### src/rtl/bda_pkg.sv
// Shared definitions for the branch-destination-address load scheduler:
// FSM encoding, default address width and the fault vector.
package bda_pkg;

  typedef enum logic [1:0] {
    ST_IDLE   = 2'd0,
    ST_LOAD   = 2'd1,
    ST_PRESET = 2'd2,
    ST_HOLD   = 2'd3
  } bda_state_e;

  localparam int BDA_DEFAULT_BITS = 32;
  localparam logic [BDA_DEFAULT_BITS-1:0] BDA_FAULT_VEC = '1;

endpackage

### src/rtl/bda_load_scheduler_if.sv
// Requester/fetch-side bus of the BDA load scheduler plus the pins that
// drive the destination-address register.
interface bda_load_scheduler_if
  import bda_pkg::*;
#(
  parameter int NrOfBits = BDA_DEFAULT_BITS,
  parameter int NrOfReq  = 4
);
  logic [NrOfReq-1:0]          req;
  logic [NrOfReq*NrOfBits-1:0] req_addr;
  logic                        fault;
  logic                        take;
  logic                        flush;
  logic                        rd_oe;
  logic [NrOfReq-1:0]          gnt;
  logic                        reg_ce;
  logic [NrOfBits-1:0]         reg_d;
  logic                        reg_pre;
  logic                        reg_cs;
  logic                        addr_valid;
  logic                        busy;

  modport master (
    output req, req_addr, fault, take, flush, rd_oe,
    input  gnt, reg_ce, reg_d, reg_pre, reg_cs, addr_valid, busy
  );

  modport slave (
    input  req, req_addr, fault, take, flush, rd_oe,
    output gnt, reg_ce, reg_d, reg_pre, reg_cs, addr_valid, busy
  );

endinterface

### src/rtl/rr_arbiter_onehot.sv
// Combinational round-robin pick: search starts at rr and wraps modulo
// NrOfReq; returns the winner as one-hot and as an index.
module rr_arbiter_onehot #(
  parameter  int NrOfReq = 4,
  localparam int IdxW    = $clog2(NrOfReq)
) (
  input  logic [NrOfReq-1:0] req,
  input  logic [IdxW-1:0]    rr,
  output logic [NrOfReq-1:0] gnt_onehot,
  output logic [IdxW-1:0]    gnt_idx
);

  always_comb begin
    logic          found;
    logic [IdxW:0] sum;
    logic [IdxW-1:0] j;
    found      = 1'b0;
    sum        = '0;
    j          = '0;
    gnt_onehot = '0;
    gnt_idx    = '0;
    for (int k = 0; k < NrOfReq; k++) begin
      // One extra bit so rr+k never overflows before the modulo fold.
      sum = {1'b0, rr} + (IdxW+1)'(k);
      if (sum >= (IdxW+1)'(NrOfReq)) sum = sum - (IdxW+1)'(NrOfReq);
      j = sum[IdxW-1:0];
      if (!found && req[j]) begin
        found         = 1'b1;
        gnt_onehot[j] = 1'b1;
        gnt_idx       = j;
      end
    end
  end

endmodule

### src/rtl/bda_load_scheduler.sv
// Grants branch-target requesters round-robin and sequences load/preset/
// output-enable of the single branch-destination-address register.
module bda_load_scheduler
  import bda_pkg::*;
#(
  parameter int NrOfBits = BDA_DEFAULT_BITS,
  parameter int NrOfReq  = 4
) (
  input logic                 Clock,
  input logic                 Reset,
  input logic                 Tick,
  bda_load_scheduler_if.slave bus
);

  localparam int IdxW = $clog2(NrOfReq);
  localparam logic [NrOfBits-1:0] FaultVec = {NrOfBits{BDA_FAULT_VEC[0]}};

  bda_state_e          state_q, state_d;
  logic [IdxW-1:0]     rr_q, rr_d;
  logic [NrOfReq-1:0]  gnt_q, gnt_d;
  logic                reg_ce_q, reg_ce_d;
  logic [NrOfBits-1:0] reg_d_q, reg_d_d;
  logic                reg_pre_q, reg_pre_d;
  logic                reg_cs_q, reg_cs_d;
  logic                addr_valid_q, addr_valid_d;

  logic [NrOfReq-1:0]  win_onehot;
  logic [IdxW-1:0]     win_idx;
  logic [NrOfBits-1:0] win_addr;
  logic [NrOfBits-1:0] addr_slice [NrOfReq];

  rr_arbiter_onehot #(.NrOfReq(NrOfReq)) u_arb (
    .req        (bus.req),
    .rr         (rr_q),
    .gnt_onehot (win_onehot),
    .gnt_idx    (win_idx)
  );

  // AND-OR mux keyed by the one-hot winner.
  for (genvar gi = 0; gi < NrOfReq; gi++) begin : g_slice
    assign addr_slice[gi] = win_onehot[gi] ? bus.req_addr[gi*NrOfBits +: NrOfBits] : '0;
  end

  always_comb begin
    win_addr = '0;
    for (int i = 0; i < NrOfReq; i++) win_addr = win_addr | addr_slice[i];
  end

  always_comb begin
    state_d      = state_q;
    rr_d         = rr_q;
    gnt_d        = '0;
    reg_ce_d     = 1'b0;
    reg_d_d      = reg_d_q;
    reg_pre_d    = 1'b0;
    addr_valid_d = 1'b0;
    unique case (state_q)
      ST_IDLE: begin
        if (bus.fault) begin
          state_d   = ST_PRESET;
          reg_pre_d = 1'b1;
          reg_d_d   = FaultVec;
        end else if (Tick && (|bus.req)) begin
          state_d  = ST_LOAD;
          gnt_d    = win_onehot;
          reg_d_d  = win_addr;
          reg_ce_d = 1'b1;
          rr_d     = (win_idx == IdxW'(NrOfReq-1)) ? '0 : win_idx + 1'b1;
        end
      end
      ST_LOAD: begin
        // A fault abandons the load; the issued grant is not replayed.
        if (bus.fault) begin
          state_d   = ST_PRESET;
          reg_pre_d = 1'b1;
          reg_d_d   = FaultVec;
        end else if (Tick) begin
          state_d      = ST_HOLD;
          addr_valid_d = 1'b1;
        end else begin
          reg_ce_d = 1'b1;
        end
      end
      ST_PRESET: begin
        state_d      = ST_HOLD;
        addr_valid_d = 1'b1;
      end
      ST_HOLD: begin
        if (bus.fault) begin
          state_d   = ST_PRESET;
          reg_pre_d = 1'b1;
          reg_d_d   = FaultVec;
        end else if (bus.take || bus.flush) begin
          state_d = ST_IDLE;
        end else begin
          addr_valid_d = 1'b1;
        end
      end
      default: state_d = ST_IDLE;
    endcase
    reg_cs_d = !((state_d == ST_HOLD) && bus.rd_oe);
  end

  always_ff @(posedge Clock or posedge Reset) begin
    if (Reset) begin
      state_q      <= ST_IDLE;
      rr_q         <= '0;
      gnt_q        <= '0;
      reg_ce_q     <= 1'b0;
      reg_d_q      <= '0;
      reg_pre_q    <= 1'b0;
      reg_cs_q     <= 1'b1;
      addr_valid_q <= 1'b0;
    end else begin
      state_q      <= state_d;
      rr_q         <= rr_d;
      gnt_q        <= gnt_d;
      reg_ce_q     <= reg_ce_d;
      reg_d_q      <= reg_d_d;
      reg_pre_q    <= reg_pre_d;
      reg_cs_q     <= reg_cs_d;
      addr_valid_q <= addr_valid_d;
    end
  end

  assign bus.gnt        = gnt_q;
  assign bus.reg_ce     = reg_ce_q;
  assign bus.reg_d      = reg_d_q;
  assign bus.reg_pre    = reg_pre_q;
  assign bus.reg_cs     = reg_cs_q;
  assign bus.addr_valid = addr_valid_q;
  assign bus.busy       = (state_q != ST_IDLE);

endmodule

### src/flat_wrapper.sv
// flat-port wrapper written by rule: the top's interface ports become plain ports
module bda_load_scheduler_flat import bda_pkg::*;
#(
  parameter int NrOfBits = BDA_DEFAULT_BITS,
  parameter int NrOfReq  = 4
)
  (Clock, Reset, Tick, bus_req, bus_req_addr, bus_fault, bus_take, bus_flush, bus_rd_oe, bus_gnt, bus_reg_ce, bus_reg_d, bus_reg_pre, bus_reg_cs, bus_addr_valid, bus_busy);
  bda_load_scheduler_if #(.NrOfBits(NrOfBits), .NrOfReq(NrOfReq)) bus_i ();
  input logic Clock;
  input logic Reset;
  input logic Tick;
  input wire logic [$bits(bus_i.req)-1:0] bus_req;
  input wire logic [$bits(bus_i.req_addr)-1:0] bus_req_addr;
  input wire logic [$bits(bus_i.fault)-1:0] bus_fault;
  input wire logic [$bits(bus_i.take)-1:0] bus_take;
  input wire logic [$bits(bus_i.flush)-1:0] bus_flush;
  input wire logic [$bits(bus_i.rd_oe)-1:0] bus_rd_oe;
  output wire logic [$bits(bus_i.gnt)-1:0] bus_gnt;
  output wire logic [$bits(bus_i.reg_ce)-1:0] bus_reg_ce;
  output wire logic [$bits(bus_i.reg_d)-1:0] bus_reg_d;
  output wire logic [$bits(bus_i.reg_pre)-1:0] bus_reg_pre;
  output wire logic [$bits(bus_i.reg_cs)-1:0] bus_reg_cs;
  output wire logic [$bits(bus_i.addr_valid)-1:0] bus_addr_valid;
  output wire logic [$bits(bus_i.busy)-1:0] bus_busy;
  assign bus_i.req = bus_req;
  assign bus_i.req_addr = bus_req_addr;
  assign bus_i.fault = bus_fault;
  assign bus_i.take = bus_take;
  assign bus_i.flush = bus_flush;
  assign bus_i.rd_oe = bus_rd_oe;
  assign bus_gnt = bus_i.gnt;
  assign bus_reg_ce = bus_i.reg_ce;
  assign bus_reg_d = bus_i.reg_d;
  assign bus_reg_pre = bus_i.reg_pre;
  assign bus_reg_cs = bus_i.reg_cs;
  assign bus_addr_valid = bus_i.addr_valid;
  assign bus_busy = bus_i.busy;
  bda_load_scheduler #(.NrOfBits(NrOfBits), .NrOfReq(NrOfReq)) u_core (.Clock(Clock), .Reset(Reset), .Tick(Tick), .bus(bus_i));
endmodule
### config.mk
export PLATFORM = sky130hd
export DESIGN_NAME = bda_load_scheduler_flat
export DESIGN_NICKNAME = d
export VERILOG_FILES = /design/src/rtl/bda_pkg.sv /design/src/rtl/bda_load_scheduler_if.sv /design/src/rtl/rr_arbiter_onehot.sv /design/src/rtl/bda_load_scheduler.sv /design/src/flat_wrapper.sv
export SDC_FILE = /design/constraint.sdc
export NUM_CORES = 1
export LEC_CHECK = 0
export CAP_MARGIN = 25
export CORE_MARGIN = 2
export CORE_UTILIZATION = 37
export DETAILED_ROUTE_END_ITERATION = 8
export PLACE_DENSITY = 0.88
export SYNTH_ARGS = -nofsm -noshare
export SYNTH_HDL_FRONTEND = slang
export SYNTH_HIERARCHICAL = 1
export SYNTH_SLANG_ARGS = --single-unit
### constraint.sdc
create_clock -name Clock -period 3.75 [get_ports Clock]
set_input_delay 0.375 -clock Clock [delete_from_list [all_inputs] [get_ports Clock]]
set_output_delay 0.375 -clock Clock [all_outputs]
set_load 0.05 [all_outputs]
Word-level counts from Yosys, hierarchy flattened
Index checks and enable logic that the tools add are counted.
{"block": "totals", "register_bits": 44, "in_bits": 139, "output_inout_bits": 41, "wordCells": 126}
{"block": "op_classes", "addsub": 8, "n_lt_le_gt_ge": 12, "eq_ne": 7, "mux": 62, "bitwise": 7, "reduce_logical": 22}
{"op": "32-bit two-way mux", "n": 7}
{"op": "32-bit OR", "n": 3}
{"op": "32-bit one-hot mux with 2 select lines", "n": 1}
{"op": "2-bit two-way mux", "n": 15}
{"op": "4-bit two-way mux", "n": 7}
{"op": "1-bit two-way mux", "n": 21}
{"op": "2-bit by 3-bit < comparator with 1-bit output (second input constant)", "n": 4}
{"op": "4-bit OR", "n": 3}
{"op": "3-bit >= comparator (second input constant)", "n": 3}
{"op": "1-bit logical AND", "n": 9}
{"op": "1-bit binary-select mux with 2-bit select", "n": 4}
{"op": "1-bit demux with 2-bit select", "n": 4}
{"op": "2-bit == test (second input constant)", "n": 4}
{"op": "2-bit by 1-bit >= comparator with 1-bit output (second input constant)", "n": 4}
{"op": "2-bit one-hot mux with 4 select lines", "n": 1}
{"op": "2-bit by 1-bit subtractor with 2-bit output (second input constant)", "n": 4}
{"op": "2-bit by 2-bit adder with 3-bit output (second input constant)", "n": 2}
{"op": "3-bit AND reduction", "n": 2}
{"op": "1-bit logical NOT", "n": 4}
{"op": "2-bit nonzero test", "n": 2}
{"op": "4-bit OR reduction", "n": 1}
{"op": "2-bit by 1-bit adder with 3-bit output (second input constant)", "n": 1}
{"op": "2-bit by 3-bit >= comparator with 1-bit output (second input constant)", "n": 1}
{"op": "3-bit by 2-bit != test with 1-bit output (second input constant)", "n": 1}
{"op": "10 further kinds", "n": 10}

Logic depth before layout (Yosys ltp)
{"block": "logic_depth", "word_depth": 21, "ltp_mapped": 12, "ltp_nobuf": 9}

Modules after synthesis
The synthesis kept the hierarchy.
{"mod": "bda_load_scheduler", "instances": 1, "cells_each": 226, "area_per_inst_um2": 2439.8, "seq_area_each_um2": 1102.3}
{"mod": "rr_arbiter_onehot", "instances": 1, "cells_each": 48, "area_per_inst_um2": 404.1, "seq_area_each_um2": 0.0}

Least setup slack after synthesis
No wires, ideal clock.
{"block": "synth_path", "path_type": "reg-to-reg", "startpoint": "reg u_core.rr_q[0]", "endpoint": "reg u_core.reg_d_q[10], in the netlist u_core/bus.reg_d[10]", "setup_time_ns": 0.067, "arrival_ns": 2.839, "required_ns": 3.683, "slack_ns": 0.845, "path_stages_with_launch": 13, "n_path_buf": 3, "synth_period_minus_slack_ns": 2.905, "path_cell_list": "dfrtp_1 buf_2 inv_1 ha_1 mux4_2 nor4b_4 a22oi_1 o21ai_0 clkbuf_1 clkbuf_1 a22oi_1 nand3_1 mux2_2"}
{"block": "synth_via", "elab_chain_len": 21, "word_cells_on_any_way": 69, "cone_classes": "add/sub: 7; order compare: 12; mux: 34; bitwise: 6; reduce/logical: 10"}
{"element": "start, declared", "line": "bda_load_scheduler.sv:19", "source": "logic [IdxW-1:0] rr_q, rr_d;"}
{"element": "start signal, assigned", "line": "bda_load_scheduler.sv:116", "source": "rr_q <= rr_d;"}
{"element": "parallel branches: the longest is 13 deep, another holds 2-bit by 1-bit adder with 3-bit output"}
{"element": "4-bit two-way mux (*)", "line": "rr_arbiter_onehot.sv:27", "source": "if (!found && req[j]) begin"}
{"element": "named net u_core.win_onehot[1]", "line": "bda_load_scheduler.sv:27", "source": "logic [NrOfReq-1:0] win_onehot;"}
{"element": "32-bit two-way mux (*)", "line": "bda_load_scheduler.sv:41", "source": "assign addr_slice[gi] = win_onehot[gi] ? bus.req_addr[gi*NrOfBits +: NrOfBits] : '0;"}
{"element": "32-bit OR (*) (3 in a row)", "line": "bda_load_scheduler.sv:46", "source": "for (int i = 0; i < NrOfReq; i++) win_addr = win_addr | addr_slice[i];"}
{"element": "32-bit two-way mux (*)", "line": "bda_load_scheduler.sv:63", "source": "end else if (Tick && (|bus.req)) begin"}
{"element": "32-bit two-way mux (*)", "line": "bda_load_scheduler.sv:59", "source": "if (bus.fault) begin"}
{"element": "32-bit one-hot mux with 2 select lines (*)", "line": "bda_load_scheduler.sv:57", "source": "unique case (state_q)"}
{"element": "end signal, assigned", "line": "bda_load_scheduler.sv:119", "source": "reg_d_q <= reg_d_d;"}
{"element": "end, declared", "line": "bda_load_scheduler.sv:22", "source": "logic [NrOfBits-1:0] reg_d_q, reg_d_d;"}
Mark *: on every way through the listed nets, which the timed path passes. The select of a mux whose other input is x is not followed.
A chain may end at the register's enable or synchronous reset.

Worst setup path in the final report
{"block": "layout_path", "startpoint": "reg u_core.rr_q[1]", "endpoint": "reg u_core.reg_d_q[21], in the netlist u_core/bus.reg_d[21]"}
Same word-level chain as after synthesis.

==> flow_summary.toml <==
[route]
wl_um = 9780
routedWlPerCell_um = 18.0
vias = 3032
drtPass1Iterations = 6
drt_iter0_markers = 263
drc_errors = 0
ant_nets = 0
via_per_inst = 5.58

[yosys]
synthFlopType = "dfrtp_1"
yosys.area_share.simple_pct = 12.2
synth_compound_area_share_pct = 24.3
syn_area_per_cell_um2 = 10.4
synth_xor_area_share_pct = 0
syn_area_um2 = 2840
synth_cell_types = 38
synth_mux_area_share_pct = 17.0
synth_seq_cells = 44
synth.most_common_cell = "a22oi_1"
synth_edf_count = 0
yosys.area.top_type = "dfrtp_1"
synth_top_family_by_area = "compound AO/OA/AOI/OAI gates"
synthTopCellsByCount = "a22oi_1, dfrtp_1, nand3_1"
yosys.area_share.adder_pct = 2.64
synthArstFlopShare_pct = 100
ys_top_cells_by_area = "dfrtp_1, a22oi_1, mux2_2, nand3_1, mux4_2"
yosysWarnings = 6
seq_area_frac_synth_pct = 38.8
synth_top_area_share_pct = 37.8
syn-num-nets = 419
synthesis.instances = 274

[critical_path]
crit_chain = "inv_1, ha_1, mux4_2, nor2b_1, a22oi_1, o21ai_2, buf_4, a22oi_1, nand3_1, mux2_2"
cp.required_ns = 3.98
crit_fanout = 19
end_kind = "register"
start_kind = "register"
max_stage_delay_ns = 0.71
path_common_cell = "a22oi_1"
slowest_stage = "o21ai_2"
worst_ep_arrival_time_ns = 3.49
critPathKind = "reg -> reg"

[floorplanning]
ioPinCount = 180
core-area_um2 = 7330
die_w_um = 91.7
rows = 31
die_y_um = 91.7
initial_utilization_pct = 38.8
die-area_um2 = 8400

[flow_run]
maxCapViolCount = 0

[global_route]
grt_max_degree = 45
grt_pass1_vias = 3086
grt_pass1_wl_um = 15500
antenna_found_initial = 0
grt_overflow_total = 0
track_usage_pct = 23.1

[power]
vdd_drop_max_mv = 0.453
leakage_nw = 1.76
power_density_nw_per_um2 = 829

[clock_network]
cts_setup_buffers = 0
cts.sinks = 44
cts_max_path_buffers = 2
clk_latency_ns = 0.29
cts_root_buf = "clkbuf_8"
hold_buffers = 0
ctsResizeCount = 0
cts_tree = "yes"
clk_pin_slew_ns = 0.08
cts_buffers = 5
ctsHtreeMaxLevel = 2

[timing]
period_minus_slack_ns = 3.26
finalHoldViolations = 0
max_freq_ghz = 0.307
setup_slack_ns = 0.489
final-max-slew-violation-count = 0
worst_pin_slew_ns = 0.904
finalCritPeriodShare_pct = 86.9
fin_setup_tns_ns = 0
rsz0062_at_grt = "no"
finClkSkew_ns = 0.00602
setup_viol_count_final = 0
relSlewSlack_pct = 39.6

[layout]
drive_above_1_share_pct = 14.4
final_nets = 588
area_delta_synth_final_pct = 71.1
num_antenna_cells = 0

[place]
gp_congestion = 0.934
dp_hpwl_um = 7480
port_buffers = 179
post-place-ws_ns = 0.245

[hold_path]
min_path_type = "reg -> reg"

[run_status]
outcome = "completed"
critical path, delay by kind of cell, from the launching register on:
family | cells | cell delay (ns)
buf+inv | 2 | 0.44
flops | 1 | 0.35
fa+ha+maj | 1 | 0.37
mux | 2 | 0.58
simple gates | 2 | 0.47
compound gates | 3 | 0.98
cell type report:
type	count	area (um^2)
clock inverters	1	30.0
multi-input cells	198	1610
repair buffers	189	1880
fillers	549	2470
flip-flops and latches	44	1100
clock buffers	7	96.3
inverters	5	18.8
well taps	99	124
per-layer routing:
| metal | up-vias | global-route usage (%) | part of all wire (%) |
|---|---|---|---|
| met5 | - | 0 | 0 |
| met4 | 0 | 7.07 | 2.1 |
| met3 | 18 | 6.24 | 8.3 |
| met2 | 164 | 41.4 | 52 |
| met1 | 1447 | 26.7 | 38 |
| li1 | 1403 | - | - |
where the power goes:
group | internal (W) | switching (W) | leakage [nW]
clock network | 0.000235 | 0.000160 | 0.0645
logic | 0.00116 | 0.00170 | 1.24
registers | 0.000665 | 0.000112 | 0.463
final timing paths:
path,from,to,slack [ns],cells past startpoint
max in group asynchronous,Reset,u_core/bus.reg_d[18]$_DFFE_PP0P_,2.58,2
hold / removal,u_core/bus.reg_d[23]$_DFFE_PP0P_,u_core/bus.reg_d[23]$_DFFE_PP0P_,0.50,1
min in group asynchronous,Reset,u_core/bus.reg_d[30]$_DFFE_PP0P_,0.60,2
hold reg to reg,u_core/bus.reg_d[23]$_DFFE_PP0P_,u_core/bus.reg_d[23]$_DFFE_PP0P_,0.50,1
setup / recovery,u_core/rr_q[1]$_DFFE_PP0P_,u_core/bus.reg_d[21]$_DFFE_PP0P_,0.49,10
setup reg to reg,u_core/rr_q[1]$_DFFE_PP0P_,u_core/bus.reg_d[21]$_DFFE_PP0P_,0.49,10
sequential cells by signal (all words and copies together) (netlist names):
register,count
u_core/bus.gnt,4
u_core/bus.reg_d,32
u_core/bus.reg_ce,1
u_core/bus.reg_pre,1
u_core/state_q,2
u_core/rr_q,2
u_core/bus.reg_cs,1
u_core/bus.addr_valid,1
layout by cell type (no fill, tap or decap), types with 2 or more instances in the layout:
cell,instances
clkdlybuf4s50_1,179
a22oi_1,70
dfrtp_1,43
nand3_1,33
mux2_2,32
nor2_1,10
buf_4,9
clkbuf_8,7
ha_1,6
and2_1,5
nand2b_1,4
inv_1,4
mux4_2,4
o21ai_2,4
nor2b_1,3
o21ai_0,3
o211ai_1,2
mux2_1,2
stage by stage:
stage / hold WS [ns] / std cells / instance area [um^2] / power [W] / util [%]
floorplan: 0.454 / 274 / 2840 / 0.00272 / -
global placement: 0.481 / 535 / 4740 / 0.00356 / 64.6
detailed placement: 0.493 / 535 / 4740 / 0.00364 / 64.6
CTS: 0.514 / 543 / 4860 / 0.00404 / 66.4
global route: 0.530 / 543 / 4860 / 0.00429 / 66.4
finish: 0.503 / 543 / 4860 / 0.00403 / 66.4
logic make-up (layout without fill, tap and decap cells):
family,after synthesis,after routing
AO/OA/AOI/OAI,91,91
AND/OR/NAND/NOR,62,62
flip-flops,44,44
multiplexers,39,39
buffers and inverters,32,202
adder cells (fa/ha/maj),6,6
No activity file was read; power rests on OpenSTA's default activity.
==> variant (config.mk and constraints unchanged) <==
Set the package constant `BDA_DEFAULT_BITS` to 40 (it was 32).
--- a/src/rtl/bda_pkg.sv
+++ b/src/rtl/bda_pkg.sv
@@ -11,3 +11,3 @@
 
-  localparam int BDA_DEFAULT_BITS = 32;
+  localparam int BDA_DEFAULT_BITS = 40;
   localparam logic [BDA_DEFAULT_BITS-1:0] BDA_FAULT_VEC = '1;
Interface: changed (resized bus_reg_d and bus_req_addr); port bits go from 180 to 220. The function was not compared with the original's and may differ.
==> variant against the original RTL <==
Via count grew 17%; power grew 18%; clock power shrank 13%; final area grew 18%; wire length grew 21%; sequential share of layout area is essentially flat; synthesized area grew 17%; critical path type unchanged; sequential cell count grew 8; setup slack lost 0.019 ns; largest cell class unchanged.
==> variant: results <==
set metrics [dict create \
    drt_first_pass_iters 4 \
    reg2reg_slack_ns 0.47 \
    syn_avg_cell_area_sq_um 10.4 \
    place_congestion 0.923 \
    grt_pass1_vias 3598 \
    fin_nets 698 \
    synth_fa_ha_area_frac 0.0226 \
    grt_pass1_wl_microns 18200 \
    reg2reg_from "u_core/rr_q[1]" \
    skew_ns 0.0132 \
    routed_wl_microns 11800 \
    grtUsageTotal 0.231 \
    hold_ws_ns 0.508 \
    cts_max_path_buffers 2 \
    path_delay_family "compound AO/OA/AOI/OAI gates" \
    ys_top_cells_by_count "a22oi_1 (86), dfrtp_1 (51), mux2_2 (42)" \
    drv_slew 0 \
    holdPathStages 1 \
    nFillCells 682 \
    worst_ep_arrival_time_ns 3.52 \
    largest_reg_flops 40 \
    io_buffers 219 \
    critPathSlowestCell "o21ai_4" \
    hp-start "u_core/bus.reg_d[26]" \
    worstSetupStartpointType "register" \
    pre_cts_slack_ns 0.292 \
    muxShareOfSynthArea 0.172 \
    worst-path-max-fanout 23 \
    viasPerCell 5.65 \
    drt_iter0_drc 125 \
    min_to "u_core/bus.reg_d[26]" \
    synth-compound-area-share 0.244 \
    timing.final.crit_share 0.875 \
    grt_max_degree 41 \
    peakVddDrop_mv 0.403 \
    yosysUniqueCellTypes 37 \
    drive_gt1_frac 0.136 \
    power.density_nw_per_um2 829 \
    placedCellCount 622 \
    async_reset_ff_frac 1.00 \
    outcome "finished clean" \
    hp-class "register to register" \
    syn_nets 497 \
    yosys.area_share.xor_xnor 0 \
    synth_area_leaders "dfrtp_1 (38%), a22oi_1 (19%), mux2_2 (14%), nand3_1 (6.2%), clkbuf_1 (3.0%)" \
    setup.worst_path.end "u_core/bus.reg_d[15]" \
    dp.final_hpwl_microns 8960 \
    postPlaceCellArea_sq_um 5650 \
    ys_seq_area_frac 0.392 \
    layoutNonFillerInstCount 630 \
    max_stage_delay_ns 0.64 \
    relSlewSlack 0.333 \
    cellLeakagePower_nw 2.05 \
]
-- variant: cell count changes in the layout (fill, tap and decap cells not counted), sizes merged --
cell and change:
a22oi +16, nand3 +8, buf -2, bufinv -1, dfrtp +8, mux2 +8, clkdlybuf4s50 +40, clkbuf +1
-- variant: area by class of cell --
| type | instances | area, sq um | area share |
|---|---|---|---|
| timing repair buffer | 227 | 2300 | 0.399 |
| tap | 108 | 135 | 0.0235 |
| sequential | 52 | 1300 | 0.226 |
| multi-input combinational | 230 | 1900 | 0.330 |
| inverter | 5 | 18.8 | 0.00326 |
| clock buffer | 8 | 100 | 0.0174 |
-- variant: power breakdown --
group	switching, W	total (W)	internal, W	leakage [nW]
clock network	0.000175	0.000344	0.000169	0.0515
logic	0.00209	0.00351	0.00142	1.46
registers	0.000129	0.000918	0.000789	0.540
-- variant: metal layers --
metal	routed length (microns)	global-route usage
met2	5900	0.417
met3	1030	0.0574
met5	0	0
met4	290	0.0674
met1	4560	0.272
